## src/rtl/eth_pkt_rd_ctrl_if.sv

```systemverilog
// Bus bundle between the packet FIFO read port, the UDP TX byte engine and eth_pkt_rd_ctrl.
// master = the read controller, slave = the FIFO/UDP side.
interface eth_pkt_rd_ctrl_if #(
  parameter int LVL_WIDTH = 11
);
  logic                 fifo_rd_en;
  logic [31:0]          fifo_rd_data;
  logic                 fifo_rd_empty;
  logic [LVL_WIDTH-1:0] fifo_rd_water_level;
  logic                 tx_start_en;
  logic [15:0]          tx_byte_num;
  logic                 tx_req;
  logic [7:0]           tx_data;
  logic                 tx_done;

  modport master (
    output fifo_rd_en,
    input  fifo_rd_data,
    input  fifo_rd_empty,
    input  fifo_rd_water_level,
    output tx_start_en,
    output tx_byte_num,
    input  tx_req,
    output tx_data,
    input  tx_done
  );

  modport slave (
    input  fifo_rd_en,
    output fifo_rd_data,
    output fifo_rd_empty,
    output fifo_rd_water_level,
    input  tx_start_en,
    input  tx_byte_num,
    output tx_req,
    input  tx_data,
    output tx_done
  );
endinterface

```

## src/rtl/eth_pkt_rd_ctrl.sv

```systemverilog
// Packet FIFO read controller: waits for a full packet, then feeds UDP TX bytes with just-in-time pops.
// Optional ETH_PKT_RD_LSB_FIRST_EN sends byte [7:0] of each word first instead of [31:24].
//
// state     | meaning
// ----------+------------------------------------------------------------
// IDLE      | waiting for a full packet in the FIFO
// PREFETCH  | pop the first word
// LOAD      | capture first word, pulse tx_start_en
// SEND      | one byte per tx_req, pop next word on byte 2
// WAIT_DONE | all bytes handed over, waiting for tx_done
// GAP       | inter-packet idle count-down
module eth_pkt_rd_ctrl #(
  parameter int PKT_WORDS  = 256,
  parameter int LVL_WIDTH  = 11,
  parameter int GAP_CYCLES = 16
) (
  input  logic                  rd_clk,
  input  logic                  rd_rst_n,
  eth_pkt_rd_ctrl_if.master     bus,
  output logic                  busy,
  output logic [15:0]           pkt_cnt,
  output logic                  err_underflow
);

  localparam int          WL_W     = 14;
  localparam logic [15:0] BYTE_NUM = 16'(PKT_WORDS * 4);
  localparam logic [15:0] LAST_CNT = 16'(PKT_WORDS * 4 - 1);
  localparam logic [WL_W-1:0] WL_INIT = WL_W'(PKT_WORDS - 1);
  localparam logic [15:0] GAP_INIT = 16'(GAP_CYCLES - 1);

  typedef enum logic [2:0] {
    S_IDLE,
    S_PREFETCH,
    S_LOAD,
    S_SEND,
    S_WAIT_DONE,
    S_GAP
  } state_t;

  state_t            state_q, state_d;
  logic [31:0]       cur_word_q, cur_word_d;
  logic [WL_W-1:0]   words_left_q, words_left_d;
  logic [1:0]        byte_idx_q, byte_idx_d;
  logic [15:0]       byte_cnt_q, byte_cnt_d;
  logic [7:0]        tx_data_q, tx_data_d;
  logic [15:0]       pkt_cnt_q, pkt_cnt_d;
  logic              err_underflow_q, err_underflow_d;
  logic [15:0]       gap_cnt_q, gap_cnt_d;

  logic [LVL_WIDTH-1:0] water_level;
  logic                 level_ok;
  logic [7:0]           sel_byte;
  logic                 fifo_rd_en_c;
  logic                 tx_start_c;

  assign water_level = bus.fifo_rd_water_level;
  assign level_ok    = (32'(water_level) >= 32'(PKT_WORDS));

  always_comb begin
    sel_byte = 8'h00;
    case (byte_idx_q)
`ifdef ETH_PKT_RD_LSB_FIRST_EN
      2'd0: sel_byte = cur_word_q[7:0];
      2'd1: sel_byte = cur_word_q[15:8];
      2'd2: sel_byte = cur_word_q[23:16];
      2'd3: sel_byte = cur_word_q[31:24];
`else
      2'd0: sel_byte = cur_word_q[31:24];
      2'd1: sel_byte = cur_word_q[23:16];
      2'd2: sel_byte = cur_word_q[15:8];
      2'd3: sel_byte = cur_word_q[7:0];
`endif
      default: sel_byte = 8'h00;
    endcase
  end

  always_comb begin
    state_d         = state_q;
    cur_word_d      = cur_word_q;
    words_left_d    = words_left_q;
    byte_idx_d      = byte_idx_q;
    byte_cnt_d      = byte_cnt_q;
    tx_data_d       = tx_data_q;
    pkt_cnt_d       = pkt_cnt_q;
    err_underflow_d = err_underflow_q;
    gap_cnt_d       = gap_cnt_q;
    fifo_rd_en_c    = 1'b0;
    tx_start_c      = 1'b0;

    case (state_q)
      S_IDLE: begin
        if (level_ok && !bus.fifo_rd_empty) state_d = S_PREFETCH;
      end
      S_PREFETCH: begin
        fifo_rd_en_c = 1'b1;
        state_d      = S_LOAD;
      end
      S_LOAD: begin
        cur_word_d   = bus.fifo_rd_data;
        words_left_d = WL_INIT;
        byte_idx_d   = 2'd0;
        byte_cnt_d   = 16'd0;
        tx_start_c   = 1'b1;
        state_d      = S_SEND;
      end
      S_SEND: begin
        if (bus.tx_req) begin
          tx_data_d  = sel_byte;
          byte_idx_d = byte_idx_q + 2'd1;
          byte_cnt_d = byte_cnt_q + 16'd1;
          // Pop on byte 2 so the next word is on the FIFO output by byte 3.
          if (byte_idx_q == 2'd2 && words_left_q != '0) begin
            words_left_d = words_left_q - 1'b1;
            if (bus.fifo_rd_empty) err_underflow_d = 1'b1;
            else                   fifo_rd_en_c    = 1'b1;
          end
          if (byte_idx_q == 2'd3) cur_word_d = bus.fifo_rd_data;
          if (byte_cnt_q == LAST_CNT) state_d = S_WAIT_DONE;
        end
      end
      S_WAIT_DONE: begin
        if (bus.tx_done) begin
          pkt_cnt_d = pkt_cnt_q + 16'd1;
          gap_cnt_d = GAP_INIT;
          state_d   = S_GAP;
        end
      end
      S_GAP: begin
        if (gap_cnt_q == 16'd0) state_d = S_IDLE;
        else                    gap_cnt_d = gap_cnt_q - 16'd1;
      end
      default: state_d = S_IDLE;
    endcase
  end

  always_ff @(posedge rd_clk or negedge rd_rst_n) begin
    if (!rd_rst_n) begin
      state_q         <= S_IDLE;
      cur_word_q      <= 32'h0;
      words_left_q    <= '0;
      byte_idx_q      <= 2'd0;
      byte_cnt_q      <= 16'd0;
      tx_data_q       <= 8'h00;
      pkt_cnt_q       <= 16'd0;
      err_underflow_q <= 1'b0;
      gap_cnt_q       <= 16'd0;
    end else begin
      state_q         <= state_d;
      cur_word_q      <= cur_word_d;
      words_left_q    <= words_left_d;
      byte_idx_q      <= byte_idx_d;
      byte_cnt_q      <= byte_cnt_d;
      tx_data_q       <= tx_data_d;
      pkt_cnt_q       <= pkt_cnt_d;
      err_underflow_q <= err_underflow_d;
      gap_cnt_q       <= gap_cnt_d;
    end
  end

  assign bus.fifo_rd_en  = fifo_rd_en_c;
  assign bus.tx_start_en = tx_start_c;
  assign bus.tx_byte_num = BYTE_NUM;
  assign bus.tx_data     = tx_data_q;
  assign busy            = (state_q != S_IDLE);
  assign pkt_cnt         = pkt_cnt_q;
  assign err_underflow   = err_underflow_q;

endmodule

```

## src/flat_wrapper.sv

```systemverilog
// flat-port wrapper written by rule: the top's interface ports become plain ports
module eth_pkt_rd_ctrl_flat 
#(
  parameter int PKT_WORDS  = 256,
  parameter int LVL_WIDTH  = 11,
  parameter int GAP_CYCLES = 16
)
  (rd_clk, rd_rst_n, busy, pkt_cnt, err_underflow, bus_fifo_rd_en, bus_fifo_rd_data, bus_fifo_rd_empty, bus_fifo_rd_water_level, bus_tx_start_en, bus_tx_byte_num, bus_tx_req, bus_tx_data, bus_tx_done);
  eth_pkt_rd_ctrl_if #(.LVL_WIDTH(LVL_WIDTH)) bus_i ();
  input  logic rd_clk;
  input  logic rd_rst_n;
  output logic busy;
  output logic [15:0] pkt_cnt;
  output logic err_underflow;
  output wire logic [$bits(bus_i.fifo_rd_en)-1:0] bus_fifo_rd_en;
  input wire logic [$bits(bus_i.fifo_rd_data)-1:0] bus_fifo_rd_data;
  input wire logic [$bits(bus_i.fifo_rd_empty)-1:0] bus_fifo_rd_empty;
  input wire logic [$bits(bus_i.fifo_rd_water_level)-1:0] bus_fifo_rd_water_level;
  output wire logic [$bits(bus_i.tx_start_en)-1:0] bus_tx_start_en;
  output wire logic [$bits(bus_i.tx_byte_num)-1:0] bus_tx_byte_num;
  input wire logic [$bits(bus_i.tx_req)-1:0] bus_tx_req;
  output wire logic [$bits(bus_i.tx_data)-1:0] bus_tx_data;
  input wire logic [$bits(bus_i.tx_done)-1:0] bus_tx_done;
  assign bus_fifo_rd_en = bus_i.fifo_rd_en;
  assign bus_i.fifo_rd_data = bus_fifo_rd_data;
  assign bus_i.fifo_rd_empty = bus_fifo_rd_empty;
  assign bus_i.fifo_rd_water_level = bus_fifo_rd_water_level;
  assign bus_tx_start_en = bus_i.tx_start_en;
  assign bus_tx_byte_num = bus_i.tx_byte_num;
  assign bus_i.tx_req = bus_tx_req;
  assign bus_tx_data = bus_i.tx_data;
  assign bus_i.tx_done = bus_tx_done;
  eth_pkt_rd_ctrl #(.PKT_WORDS(PKT_WORDS), .LVL_WIDTH(LVL_WIDTH), .GAP_CYCLES(GAP_CYCLES)) u_core (.rd_clk(rd_clk), .rd_rst_n(rd_rst_n), .bus(bus_i), .busy(busy), .pkt_cnt(pkt_cnt), .err_underflow(err_underflow));
endmodule
```

## config.mk

```make
export PLATFORM = sky130hd
export DESIGN_NAME = eth_pkt_rd_ctrl_flat
export DESIGN_NICKNAME = d
export VERILOG_FILES = /design/src/rtl/eth_pkt_rd_ctrl_if.sv /design/src/rtl/eth_pkt_rd_ctrl.sv /design/src/flat_wrapper.sv
export SDC_FILE = /design/constraint.sdc
export NUM_CORES = 1
export LEC_CHECK = 0
export CORE_ASPECT_RATIO = 1.4
export CORE_UTILIZATION = 35
export CTS_CLUSTER_SIZE = 28
export DETAILED_ROUTE_END_ITERATION = 16
export PLACE_DENSITY_LB_ADDON = 0.12
export SKIP_LAST_GASP = 1
export SLEW_MARGIN = 20
export SYNTH_ARGS = -nofsm -noshare
export SYNTH_HDL_FRONTEND = slang
export SYNTH_SLANG_ARGS = --single-unit
```

## constraint.sdc

```tcl
create_clock -name rd_clk -period 2 [get_ports rd_clk]
set_input_delay 0.3 -clock rd_clk [delete_from_list [all_inputs] [get_ports rd_clk]]
set_output_delay 0.3 -clock rd_clk [all_outputs]
set_load 0.01 [all_outputs]
```

# Word-level counts from Yosys, hierarchy flattened
# Index checks and enable logic that the tools add are counted.
totals:
  register_bits: 108
  in_bits: 48
  word_cells: 75
op_classes:
  addsub: 5
  order_cmp: 1
  eq_ne: 17
  mux: 25
  reduce_logical: 18
op_table:
  columns: ["operator", "n"]
  rows:
  - ["32-bit two-way mux", 2]
  - ["16-bit case mux with 2 select lines", 2]
  - ["32-bit case mux with 2 select lines", 1]
  - ["16-bit two-way mux", 3]
  - ["16-bit by 1-bit adder with 16-bit output, second input constant", 2]
  - ["8-bit case mux with 4 select lines", 1]
  - ["14-bit two-way mux", 2]
  - ["14-bit case mux with 2 select lines", 1]
  - ["3-bit case mux with 6 select lines", 1]
  - ["16-bit by 10-bit equality test with 1-bit output, second input constant", 1]
  - ["16-bit zero test", 1]
  - ["16-bit by 1-bit subtractor with 16-bit output, second input constant", 1]
  - ["3-bit two-way mux", 5]
  - ["14-bit nonzero test", 1]
  - ["14-bit by 1-bit subtractor with 14-bit output, second input constant", 1]
  - ["11-bit by 9-bit >= comparator with 1-bit output, second input constant", 1]
  - ["2-bit by 1-bit != test with 1-bit output, second input constant", 5]
  - ["3-bit AND reduction", 3]
  - ["3-bit by 2-bit equality test with 1-bit output, second input constant", 2]
  - ["3-bit equality test, second input constant", 2]
  - ["2-bit != test, second input constant", 3]
  - ["2-bit AND reduction", 3]
  - ["5-bit AND reduction", 1]
  - ["2-bit equality test, second input constant", 2]
  - ["14 further kinds", 19]

# Longest topological paths before layout
# Gate-level depths: netlist of the first run.
depth:
  word_depth: 5
  ltp_mapped: 8

# Worst setup path after synthesis of the first run
# OpenSTA, ideal clock, no wires.
synth_timing:
  kind: "register -> register"
  start: "register u_core.byte_idx_q[0]"
  end: "register u_core.words_left_q[9]"
  setup_ns: 0.078
  t_arrival_ns: 1.945
  required_time_ns: 1.922
  setup_slack_ns: -0.023
  stages_incl_launch_ff: 9
  period_less_slack_ns: 2.023
  path_cell_list: "dfrtp_1 inv_1 ha_1 buf_2 nand2b_1 and4_1 nand2_1 or4_1 a21oi_1"
synth_between:
  elab_chain_len: 4
synth_rtl:
  columns: ["element", "line_no", "source"]
  rows:
  - ["from (decl)", "eth_pkt_rd_ctrl.sv:43", "logic [1:0] byte_idx_q, byte_idx_d;"]
  - ["from (signal assigned)", "eth_pkt_rd_ctrl.sv:151", "byte_idx_q <= byte_idx_d;"]
  - ["2-bit equality test", "eth_pkt_rd_ctrl.sv:112", "if (byte_idx_q == 2'd2 && words_left_q != '0) begin"]
  - ["1-bit logical AND", "eth_pkt_rd_ctrl.sv:112", null]
  - ["2-bit by 1-bit != test with 1-bit output (no source line)", null, null]
  - ["3-bit AND reduction (no source line)", null, null]
  - ["to (signal assigned)", "eth_pkt_rd_ctrl.sv:150", "words_left_q <= words_left_d;"]
  - ["to (decl)", "eth_pkt_rd_ctrl.sv:42", "logic [WL_W-1:0] words_left_q, words_left_d;"]
# Every way passes these cells.
# A chain may end at the register's enable or synchronous reset.

# Final worst setup path of the first run
layout_timing:
  start: "register u_core.words_left_q[0]"
  end: "output bus_fifo_rd_en"
layout_between:
  elab_chain_len: 5
layout_rtl:
  columns: ["element", "line_no", "source"]
  rows:
  - ["14-bit nonzero test", "eth_pkt_rd_ctrl.sv:112", null]
  - ["1-bit logical AND", "eth_pkt_rd_ctrl.sv:112", null]
  - ["1-bit two-way mux", "eth_pkt_rd_ctrl.sv:112", null]
  - ["1-bit two-way mux", "eth_pkt_rd_ctrl.sv:107", "if (bus.tx_req) begin"]
  - ["1-bit case mux with 2 select lines", "eth_pkt_rd_ctrl.sv:90", "case (state_q)"]
  - ["to (decl)", "flat_wrapper.sv:15", "output wire logic [$bits(bus_i.fifo_rd_en)-1:0] bus_fifo_rd_en;"]
# Every way passes these cells.

==> results.cfg, run 1 <==
[run_status]
status = finished with violations
failed_checks = setup timing

[global_route]
grt_use_met3_pct = 2.723
met2_grt_util_pct = 27.27
global_routing_s_busiest_layer = met2
grtUsageTotal_pct = 16.12
grt_pass1_vias = 4162
groute.layer.met1.usage_pct = 20.40
globalRouteOverflowTotal = 0
grt_pass1_wl_um = 19950
maximum_number_of_pins_on_one_net_before_global_route_repair = 109
grt_antenna_before_repair = 0

[setup_path]
r2r.worst_path.cells = 5
critPathLaunchType = register
worstPathMaxFanout = 2
crit_reg_reg_endpoint = u_core.gap_cnt_q[13]
critical_path.max_stage_delay_ns = 0.38
cpMaxStageDelayCell = sky130_fd_sc_hd__dfrtp_1
critical_path_arrival_ns = 1.73
critical_path.cell_chain = inv_1, ha_2, nor4b_4, nand2_1, o21ai_4, o32ai_2, buf_2
type_of_destination_of_the_critical_path = output pin
critical_path_required_ns = 1.70
r2r-start = u_core.gap_cnt_q[4]
setup_slack_reg_to_reg_ns = -0.01
worstSetupPathType = reg -> out

[synth]
synth_simple_gate_area_share_pct = 19.82
summed_instance_area_of_the_synthesized_netlist_mm2 = 0.005226
ys_warn_count = 0
yosys-top-cells-area = sky130_fd_sc_hd__dfrtp_1, sky130_fd_sc_hd__mux2_2, sky130_fd_sc_hd__nand2_1
synth_area_leader_cell = sky130_fd_sc_hd__dfrtp_1
synth_top_family_by_area = simple AND/OR/NAND/NOR gates
synth_top_area_share_pct = 51.71
syn_inst = 499
synth.ff_latch_count = 108
synth_compound_gate_area_share_pct = 7.422
synth-xor-area-share_pct = 5.865
async_reset_ff_share_pct = 100.0
number_of_enable_flip_flop_cells_after_synthesis = 0
ys.flop_type = sky130_fd_sc_hd__dfrtp_1
post_synth_fa_ha_maj_area_fraction_pct = 2.155
synth_cell_types = 48
synth-seq-area-share_pct = 51.71
post_synth_mux_area_share_pct = 8.427
syn-mean-instance-area_um2 = 10.47

[sta]
final_period_minus_worst_setup_slack_ns = 2.026
slew_violations = 0
timing.final.crit_share_pct = 101.3
max_freq_mhz = 493.7
post-route-worst-setup-slack_ns = -0.02573
fin_worst_skew_ns = 0.008365
finalSetupTns_ns = -0.03519
finalHoldWorstSlack_ns = 0.002497
max_slew.worst_pin.slew_ns = 0.6072
setup_viol = 3
relSlewSlack_pct = 59.52
finalHoldViolCount = 0
setup_repair_after_global_routing_missed_its_margin = yes

[clock_network]
cts.reportedPaths.clkPinSlew_ns = 0.08
clock_latency_ns = 0.35
cts_buffers = 9
cts_stage_hold_buffer_count = 0
htreeDepth = 3
clock_path_buffers = 2
cts.sinks = 108
cts_tree = done
clock_tree.root_cell = sky130_fd_sc_hd__clkbuf_16

[hold_path]
min-delay-path-class = in -> async

[floorplanning]
floorplan.core_area_mm2 = 0.01451
die-height_um = 146.6
floorplan.initialDensity_pct = 36.02
die_width_um = 105.3
design.die.area_mm2 = 0.01543
io_pins = 92
fp-row-count = 52

[route]
route.detailed.wl_per_inst_um = 14.57
ant_nets = 0
number_of_detailed_routing_iterations_run_before_antenna_repair = 4
drtIter0Drc = 146
routed-via-count = 4073
detail_route.drc_violations = 0
wl_um = 11920
drt-vias-per-instance = 4.979

[power_and_ir_drop]
seq_power_share_pct = 46.5
total_switching_power_uw = 1933
vdd.ir_drop.worst_uv = 508.8
power.clock.fraction_pct = 27.7
design_power_total_uw = 6461
power_leakage_uw = 0.003024
internal_power_uw = 4529
switching_share_pct = 29.91
power_frac_comb_pct = 25.8
power_per_cell_area_mw_per_mm2 = 927.3

[placed_design]
gp_congestion = 0.8277
port_buffers = 67
dp_slack_ns = -0.2540
detailedPlacementHpwl_um = 8238

[job]
max_cap_viol_count = 0

[final_layout]
num_antenna_cells = 0
fillerInstances = 1382
final_layout_size_suffix_gt1_share_pct = 24.01
areaGrowthSynthToFinish_pct = 33.33
final_core_utilization_pct = 48.03
finalNetCount = 681
==> sequential cells by signal (all words and copies together) (netlist names), 2 cells and up <==
register / flops
u_core.words_left_q: 14
u_core.bus.tx_data: 8
u_core.pkt_cnt: 16
u_core.gap_cnt_q: 16
u_core.byte_cnt_q: 16
u_core.cur_word_q: 32
u_core.state_q: 3
u_core.byte_idx_q: 2
==> layer usage <==
layer,vias to the layer above,wire length (um),part of all wire (%)
met3,13,423,3.5
met2,82,5943,50
met5,-,0,0
li1,1984,-,-
met4,0,233,2.0
met1,1994,5315,45
==> Yosys cell counts (all sizes together), types with 3 or more instances <==
master  instances
nand2b          7
o21ai          18
a21oi          20
xnor2          19
nand4          12
xor2           16
nand2          56
mux2i           8
nor4            8
nor2           41
o31ai           4
mux2           32
ha              9
a222oi          8
buf            22
inv             8
or3             8
and4            5
clkbuf         14
dfrtp         108
and2            3
nand3          17
and3           11
nor3           12
or4             8
==> cell type report <==
| class | count | area [um^2] | share of cell area [%] |
|---|---|---|---|
| multi-input cells | 361 | 2490 | 35.73 |
| inverters | 8 | 30.03 | 0.4310 |
| flip-flops and latches | 108 | 2703 | 38.79 |
| well taps | 189 | 236.5 | 3.394 |
| clock inverters | 7 | 76.32 | 1.095 |
| clock buffers | 9 | 225.2 | 3.232 |
| repair buffers | 136 | 1207 | 17.33 |
==> cells by family (layout without fill, tap and decap cells) <==
family | after synthesis | count (layout)
mux | 40 | 40
other cells | 2 | 16
fa+ha+maj | 9 | 9
simple gates | 200 | 200
xor+xnor | 35 | 35
compound gates | 61 | 61
flops | 108 | 108
buf+inv | 44 | 160
==> stage by stage <==
step | instance area [um^2] | instances
after global placement | 6451 | 790
after CTS | 6839 | 814
after detailed placement | 6451 | 790
after global routing | 6968 | 818
after floorplan | 5286 | 513
final | 6968 | 818
==> layout by cell type (no fill, tap or decap), types with 9 or more instances in the layout <==
| master | Yosys | layout |
|---|---|---|
| sky130_fd_sc_hd__clkbuf_16 | 0 | 9 |
| sky130_fd_sc_hd__nor3_1 | 12 | 12 |
| sky130_fd_sc_hd__nand2_1 | 56 | 53 |
| sky130_fd_sc_hd__conb_1 | 2 | 16 |
| sky130_fd_sc_hd__xnor2_1 | 19 | 19 |
| sky130_fd_sc_hd__nand3_1 | 17 | 16 |
| sky130_fd_sc_hd__xor2_1 | 16 | 16 |
| sky130_fd_sc_hd__dfrtp_1 | 108 | 108 |
| sky130_fd_sc_hd__clkdlybuf4s50_1 | 0 | 63 |
| sky130_fd_sc_hd__a21oi_1 | 20 | 17 |
| sky130_fd_sc_hd__nor2_1 | 41 | 39 |
| sky130_fd_sc_hd__nand4_1 | 12 | 12 |
| sky130_fd_sc_hd__mux2_2 | 32 | 32 |
| sky130_fd_sc_hd__o21ai_0 | 18 | 17 |
| sky130_fd_sc_hd__buf_4 | 16 | 68 |
| sky130_fd_sc_hd__and3_1 | 11 | 11 |
==> power groups by stage <==
stage	clock network [uW]	registers, uW	logic (uW)
final	1790	3000	1670
after CTS	1850	3000	1630
after global placement	0	3010	1560
after detailed placement	0	3040	1580
after floorplan	0	3010	889
after global routing	1940	3070	1850
==> how the worst max path moves through the flow <==
stage | startpoint | endpoint | slack [ns]
after floorplan | u_core.gap_cnt_q[2] | u_core.gap_cnt_q[9] | 0.03
after global placement | u_core.words_left_q[0] | bus_fifo_rd_en | -0.21
after detailed placement | u_core.words_left_q[0] | bus_fifo_rd_en | -0.25
after CTS | u_core.words_left_q[0] | bus_fifo_rd_en | -0.03
after global routing | u_core.words_left_q[1] | bus_fifo_rd_en | -0.13
final | u_core.words_left_q[0] | bus_fifo_rd_en | -0.03
==> worst max-delay path: cells and delay by family (launching register included) <==
family | cells | cell delay, ns
flops | 1 | 0.38
simple gates | 2 | 0.34
compound gates | 2 | 0.27
buf+inv | 2 | 0.22
fa+ha+maj | 1 | 0.18
==> what timing repair did <==
item | CTS | global route
resized for setup | 13 | 20
endpoints found under the setup margin | 5 | 21
pin swaps | 1 | 4
buffers inserted | 8 | 4
Power figures use the tool's default switching activity.
==> inputs of run 2 (changes only) <==
--- a/config.mk
+++ b/config.mk
@@ -9,6 +9,7 @@
 export CORE_UTILIZATION = 35
 export CTS_CLUSTER_SIZE = 28
 export DETAILED_ROUTE_END_ITERATION = 16
+export GPL_TIMING_DRIVEN = 0
 export PLACE_DENSITY_LB_ADDON = 0.12
 export SKIP_LAST_GASP = 1
 export SLEW_MARGIN = 20
==> run 2 against run 1 <==
  * The flow still finishes with violations (setup timing)
  * Worst hold slack better by 0.39 ns
  * Via count down 1.6%
  * Die area unchanged
  * Sequential share of layout area up 0.45 points
  * Cell area down 1.1%
  * Clock power about the same
  * Worst setup slack worse by 0.045 ns
  * Critical path type unchanged
  * Critical endpoint unchanged
==> results.cfg, run 2 (same netlist as run 1, synthesis figures left out) <==
[run_status]
status = finished with violations
failed_checks = setup timing

[global_route]
grt_antenna_before_repair = 0
globalRouteOverflowTotal = 0
grtUsageTotal_pct = 16.32
grt_pass1_wl_um = 19970
maximum_number_of_pins_on_one_net_before_global_route_repair = 79
grt_pass1_vias = 4096

[route]
routed-via-count = 4009
wl_um = 11890
ant_nets = 0
number_of_detailed_routing_iterations_run_before_antenna_repair = 4
detail_route.drc_violations = 0
route.detailed.wl_per_inst_um = 14.81
drtIter0Drc = 126
drt-vias-per-instance = 4.993

[setup_path]
setup_slack_reg_to_reg_ns = -0.04
cp_num_buf_inv = 2
critical_path_arrival_ns = 1.77
type_of_destination_of_the_critical_path = output pin
critPathLaunchType = register
cpMaxStageDelayCell = sky130_fd_sc_hd__dfrtp_1
critical_path_required_ns = 1.70
worstSetupPathType = reg -> out
worstPathMaxFanout = 5
critical_path.max_stage_delay_ns = 0.38
cell_family_with_most_cp_delay = flip-flops
critical_path.cell_chain = inv_1, ha_4, nor4b_4, nand2_1, o21ai_2, o32ai_2, buf_2

[final_layout]
sequential_cell_area_mm2 = 0.002704
final_layout_size_suffix_gt1_share_pct = 21.82
area_used_by_multi_input_combinational_logic_mm2 = 0.002551
final_design_area_no_fill_mm2 = 0.006892
areaGrowthSynthToFinish_pct = 31.86
layout.cells.most_common = sky130_fd_sc_hd__dfrtp_1
fillerInstances = 1421
registers.top_by_ff_count = u_core.cur_word_q
top_library_cells_by_usage_in_the_layout_fill_and_taps_aside = sky130_fd_sc_hd__dfrtp_1, sky130_fd_sc_hd__clkdlybuf4s50_1, sky130_fd_sc_hd__nand2_1
finalNetCount = 666
num_antenna_cells = 0
largest_reg_flops = 32

[sta]
max_freq_mhz = 482.8
setup_viol = 3
finalHoldViolCount = 0
relSlewSlack_pct = 61.71
post-route-worst-setup-slack_ns = -0.07106
setup_repair_after_global_routing_missed_its_margin = yes
max_slew.worst_pin.slew_ns = 0.5722
fin_worst_skew_ns = 0.008057
final_period_minus_worst_setup_slack_ns = 2.071
timing.final.crit_share_pct = 103.6
finalHoldWorstSlack_ns = 0.3931
slew_violations = 0

[floorplanning]
fp-row-count = 52
floorplan.initialDensity_pct = 36.02
floorplan.core_area_mm2 = 0.01451
die_width_um = 105.3
design.die.area_mm2 = 0.01543
io_pins = 92
die-height_um = 146.6

[clock_network]
cts.sinks = 108
htreeDepth = 3
clock_latency_ns = 0.35
clock_tree.root_cell = sky130_fd_sc_hd__clkbuf_16
cts.reportedPaths.clkPinSlew_ns = 0.08
clock_path_buffers = 2
cts_tree = done
cts_buffers = 9

[hold_path]
min-delay-path-class = in -> async

[job]
max_cap_viol_count = 0

[power_and_ir_drop]
vdd.ir_drop.worst_uv = 451.1
power_leakage_uw = 0.002982
power_per_cell_area_mw_per_mm2 = 929.7

[placed_design]
dp_slack_ns = -0.6508
gp_congestion = 0.7679
detailed_place.area_mm2 = 0.006222
detailedPlacementHpwl_um = 8390
port_buffers = 67
[run 2: cell count changes in the layout (fill, tap and decap cells not counted), moves of 3 or more]
cell and delta:
sky130_fd_sc_hd__buf_4 -33, sky130_fd_sc_hd__clkbuf_1 +6, sky130_fd_sc_hd__buf_2 +5, sky130_fd_sc_hd__nor3_1 -5, sky130_fd_sc_hd__a21oi_2 -3, sky130_fd_sc_hd__clkbuf_4 +3
sky130_fd_sc_hd__nor3_2 +3, sky130_fd_sc_hd__nor4_2 -3, sky130_fd_sc_hd__nor4_4 +3
[run 2: cell type report]
| class | instances | share of cell area (%) |
|---|---|---|
| plain buffers | 33 | 3.195 |
| clock buffers | 9 | 3.268 |
| repair buffers | 88 | 12.25 |
| inverters | 8 | 0.4357 |
| well taps | 189 | 3.431 |
| multi-input cells | 361 | 37.02 |
| clock inverters | 7 | 1.162 |
| flip-flops and latches | 108 | 39.23 |
[run 2: per-layer routing]
metal	track usage (%)	routed length, um
met3	2.902	488
met1	20.06	5023
met2	28.36	6221
met5	0	0
met4	6.056	159
[run 2: where the power goes]
part	switching (uW)	leakage [uW]	internal (uW)
combinational	708	0.00154	894
clock	899	0.000145	889
sequential	321	0.00130	2700
total	1930	0.00298	4480
[run 2: worst paths after layout]
| check | cells past startpoint | end | from |
|---|---|---|---|
| worst max-delay path | 7 | bus_fifo_rd_en | u_core.words_left_q[1] |
| worst min-delay path | 2 | u_core.pkt_cnt[15] | rd_rst_n |
| worst max register to register | 5 | u_core.gap_cnt_q[13] | u_core.gap_cnt_q[4] |
| worst min register to register | 1 | u_core.pkt_cnt[15] | u_core.pkt_cnt[15] |
| max in group asynchronous | 3 | u_core.gap_cnt_q[5] | rd_rst_n |
| min in group rd_clk | 1 | u_core.pkt_cnt[15] | u_core.pkt_cnt[15] |
[run 2: per-stage QoR]
| step | power [uW] | std cells | utilization [%] | TNS [ns] |
|---|---|---|---|---|
| floorplan | 3902 | 513 | - | 0 |
| global placement | 4457 | 769 | 42.69 | -413.58 |
| detailed placement | 4512 | 770 | 42.89 | -21.75 |
| CTS | 6442 | 796 | 46.50 | -0.2813 |
| global route | 6791 | 803 | 47.50 | -0.3728 |
| finish | 6407 | 803 | 47.50 | -0.1468 |
[run 2: repair_timing]
action,4_1_cts,5_1_grt
gates resized for setup,40,25
pin swaps,1,6
buffers inserted,11,8
hold buffers,1,0
hold endpoints to repair,30,0
endpoints found under the setup margin,80,72
==> inputs of run 3 (changes only) <==
--- a/config.mk
+++ b/config.mk
@@ -5,7 +5,6 @@
 export SDC_FILE = /design/constraint.sdc
 export NUM_CORES = 1
 export LEC_CHECK = 0
-export CORE_ASPECT_RATIO = 1.4
 export CORE_UTILIZATION = 35
 export CTS_CLUSTER_SIZE = 28
 export DETAILED_ROUTE_END_ITERATION = 16
==> run 3 against run 2 <==
  * The flow still finishes with violations (setup timing)
  * Via count rose by 1.7%
  * Register-to-register slack worse by 0.02 ns
  * Sequential power about the same
  * Clock skew grew 0.00084 ns
  * Critical path type unchanged
  * Highest routed layer unchanged
==> results.cfg, run 3 (same netlist as run 1, synthesis figures left out) <==
[global_route]
grtUsageTotal_pct = 16.20
grt_use_met3_pct = 4.762
globalRouteOverflowTotal = 0
met2_grt_util_pct = 24.72
grt_antenna_before_repair = 0
global_routing_s_busiest_layer = met2
groute.layer.met1.usage_pct = 22.34
grt_pass1_vias = 3783
grt_pass1_wl_um = 18870
maximum_number_of_pins_on_one_net_before_global_route_repair = 65

[sta]
final_period_minus_worst_setup_slack_ns = 2.131
slew_violations = 0
relSlewSlack_pct = 58.93
timing.final.crit_share_pct = 106.6
setup_viol = 3
post-route-worst-setup-slack_ns = -0.1313
max_freq_mhz = 469.2
fin_worst_skew_ns = 0.008896
max_slew.worst_pin.slew_ns = 0.6160
finalHoldViolCount = 0
finalSetupTns_ns = -0.2353
setup_repair_after_global_routing_missed_its_margin = yes

[route]
drtIter0Drc = 219
ant_nets = 0
number_of_detailed_routing_iterations_run_before_antenna_repair = 5
wl_um = 11890
route.detailed.wl_per_inst_um = 14.83
routed-via-count = 4077
detail_route.drc_violations = 0
drt-vias-per-instance = 5.084

[run_status]
status = finished with violations
failed_checks = setup timing

[clock_network]
htreeDepth = 3
cts.sinks = 108
clock_path_buffers = 2
cts_buffers = 9
clock_tree.root_cell = sky130_fd_sc_hd__clkbuf_16
cts.reportedPaths.clkPinSlew_ns = 0.08
cts_tree = done
clock_latency_ns = 0.36

[floorplanning]
floorplan.initialDensity_pct = 35.96
die-height_um = 124.2
die_width_um = 124.2
io_pins = 92
design.die.area_mm2 = 0.01542
fp-row-count = 44
floorplan.core_area_mm2 = 0.01453

[placed_design]
detailed_place.area_mm2 = 0.006216
detailedPlacementHpwl_um = 8059
gp_congestion = 0.7449
port_buffers = 67
dp_slack_ns = -0.7169
dp.cells = 765

[power_and_ir_drop]
design_power_total_uw = 6425
power_leakage_uw = 0.003042
power_per_cell_area_mw_per_mm2 = 920.3
vdd.ir_drop.worst_uv = 524.4

[setup_path]
setup.worst_path.start = u_core.words_left_q[0]
worstPathMaxFanout = 5
crit_reg_reg_endpoint = u_core.gap_cnt_q[9]
critical_path_arrival_ns = 1.83
cpMaxStageDelayCell = sky130_fd_sc_hd__dfrtp_1
critical_path_required_ns = 1.70
r2r.worst_path.cells = 5
r2r-start = u_core.gap_cnt_q[2]
critPathLaunchType = register
cell_family_with_most_cp_delay = flip-flops
critical_path.max_stage_delay_ns = 0.39
cp_num_buf_inv = 2
worstSetupPathType = reg -> out
worstSetupEndpoint = bus_fifo_rd_en
critical_path.cell_chain = inv_2, ha_4, nor4b_4, nand2_1, o21ai_2, o32ai_4, buf_2
setup_slack_reg_to_reg_ns = -0.06
critical_path_cell_count = 7
type_of_destination_of_the_critical_path = output pin

[final_layout]
finalNetCount = 670
num_antenna_cells = 0
areaGrowthSynthToFinish_pct = 33.59
top_library_cells_by_usage_in_the_layout_fill_and_taps_aside = sky130_fd_sc_hd__dfrtp_1, sky130_fd_sc_hd__clkdlybuf4s50_1, sky130_fd_sc_hd__nand2_1
layout.cells.most_common = sky130_fd_sc_hd__dfrtp_1
final_design_area_no_fill_mm2 = 0.006982
registers.top_by_ff_count = u_core.cur_word_q
final_layout_size_suffix_gt1_share_pct = 24.11
post_layout_nonfiller_instances = 802
largest_reg_flops = 32

[job]
max_cap_viol_count = 0

[hold_path]
min-delay-path-class = reg -> reg
whs_path_cells = 1
## run 3: metrics by stage
stage	hold slack (ns)	utilization, %
after detailed placement	0.3475	42.77
after floorplan	0.004409	-
after CTS	0.4671	46.38
after global placement	0.4486	42.57
after global routing	0.4848	48.04
final	0.4653	48.04
## run 3: layer usage
metal | share of wire [%] | routed length [um]
met1 | 47 | 5547
met2 | 47 | 5641
met3 | 5.0 | 591
met4 | 0.96 | 114
met5 | 0 | 0
## run 3: area by class of cell
class                   instances  area, um^2
multi-input cells             361        2635
fillers                      1376        7552
inverters                       8       30.03
repair buffers                 92       872.1
plain buffers                  33       217.7
clock inverters                 7       66.31
well taps                     184       230.2
flip-flops and latches        108        2705
clock buffers                   9       225.2
## run 3: worst min-delay path by stage
stage / start / endpoint / slack (ns)
after detailed placement: rd_rst_n / u_core.pkt_cnt[14] / 0.35
after global routing: u_core.err_underflow / u_core.err_underflow / 0.48
after global placement: u_core.err_underflow / u_core.err_underflow / 0.45
after CTS: u_core.err_underflow / u_core.err_underflow / 0.47
final: u_core.err_underflow / u_core.err_underflow / 0.47
after floorplan: rd_rst_n / u_core.bus.tx_data[0] / 0.004
## run 3: what timing repair did
item	4_1_cts	5_1_grt
buffers inserted	14	9
hold buffers	1	0
gates resized for setup	43	43
endpoints found under the setup margin	78	52
pin swaps	3	13
endpoints found under the hold margin	63	0
## run 3: where the power goes
group | leakage, uW | internal [uW] | total, uW | switching (uW)
combinational | 0.00160 | 903 | 1610 | 710
clock | 0.000142 | 877 | 1780 | 899
sequential | 0.00130 | 2700 | 3040 | 340
total | 0.00304 | 4480 | 6430 | 1950
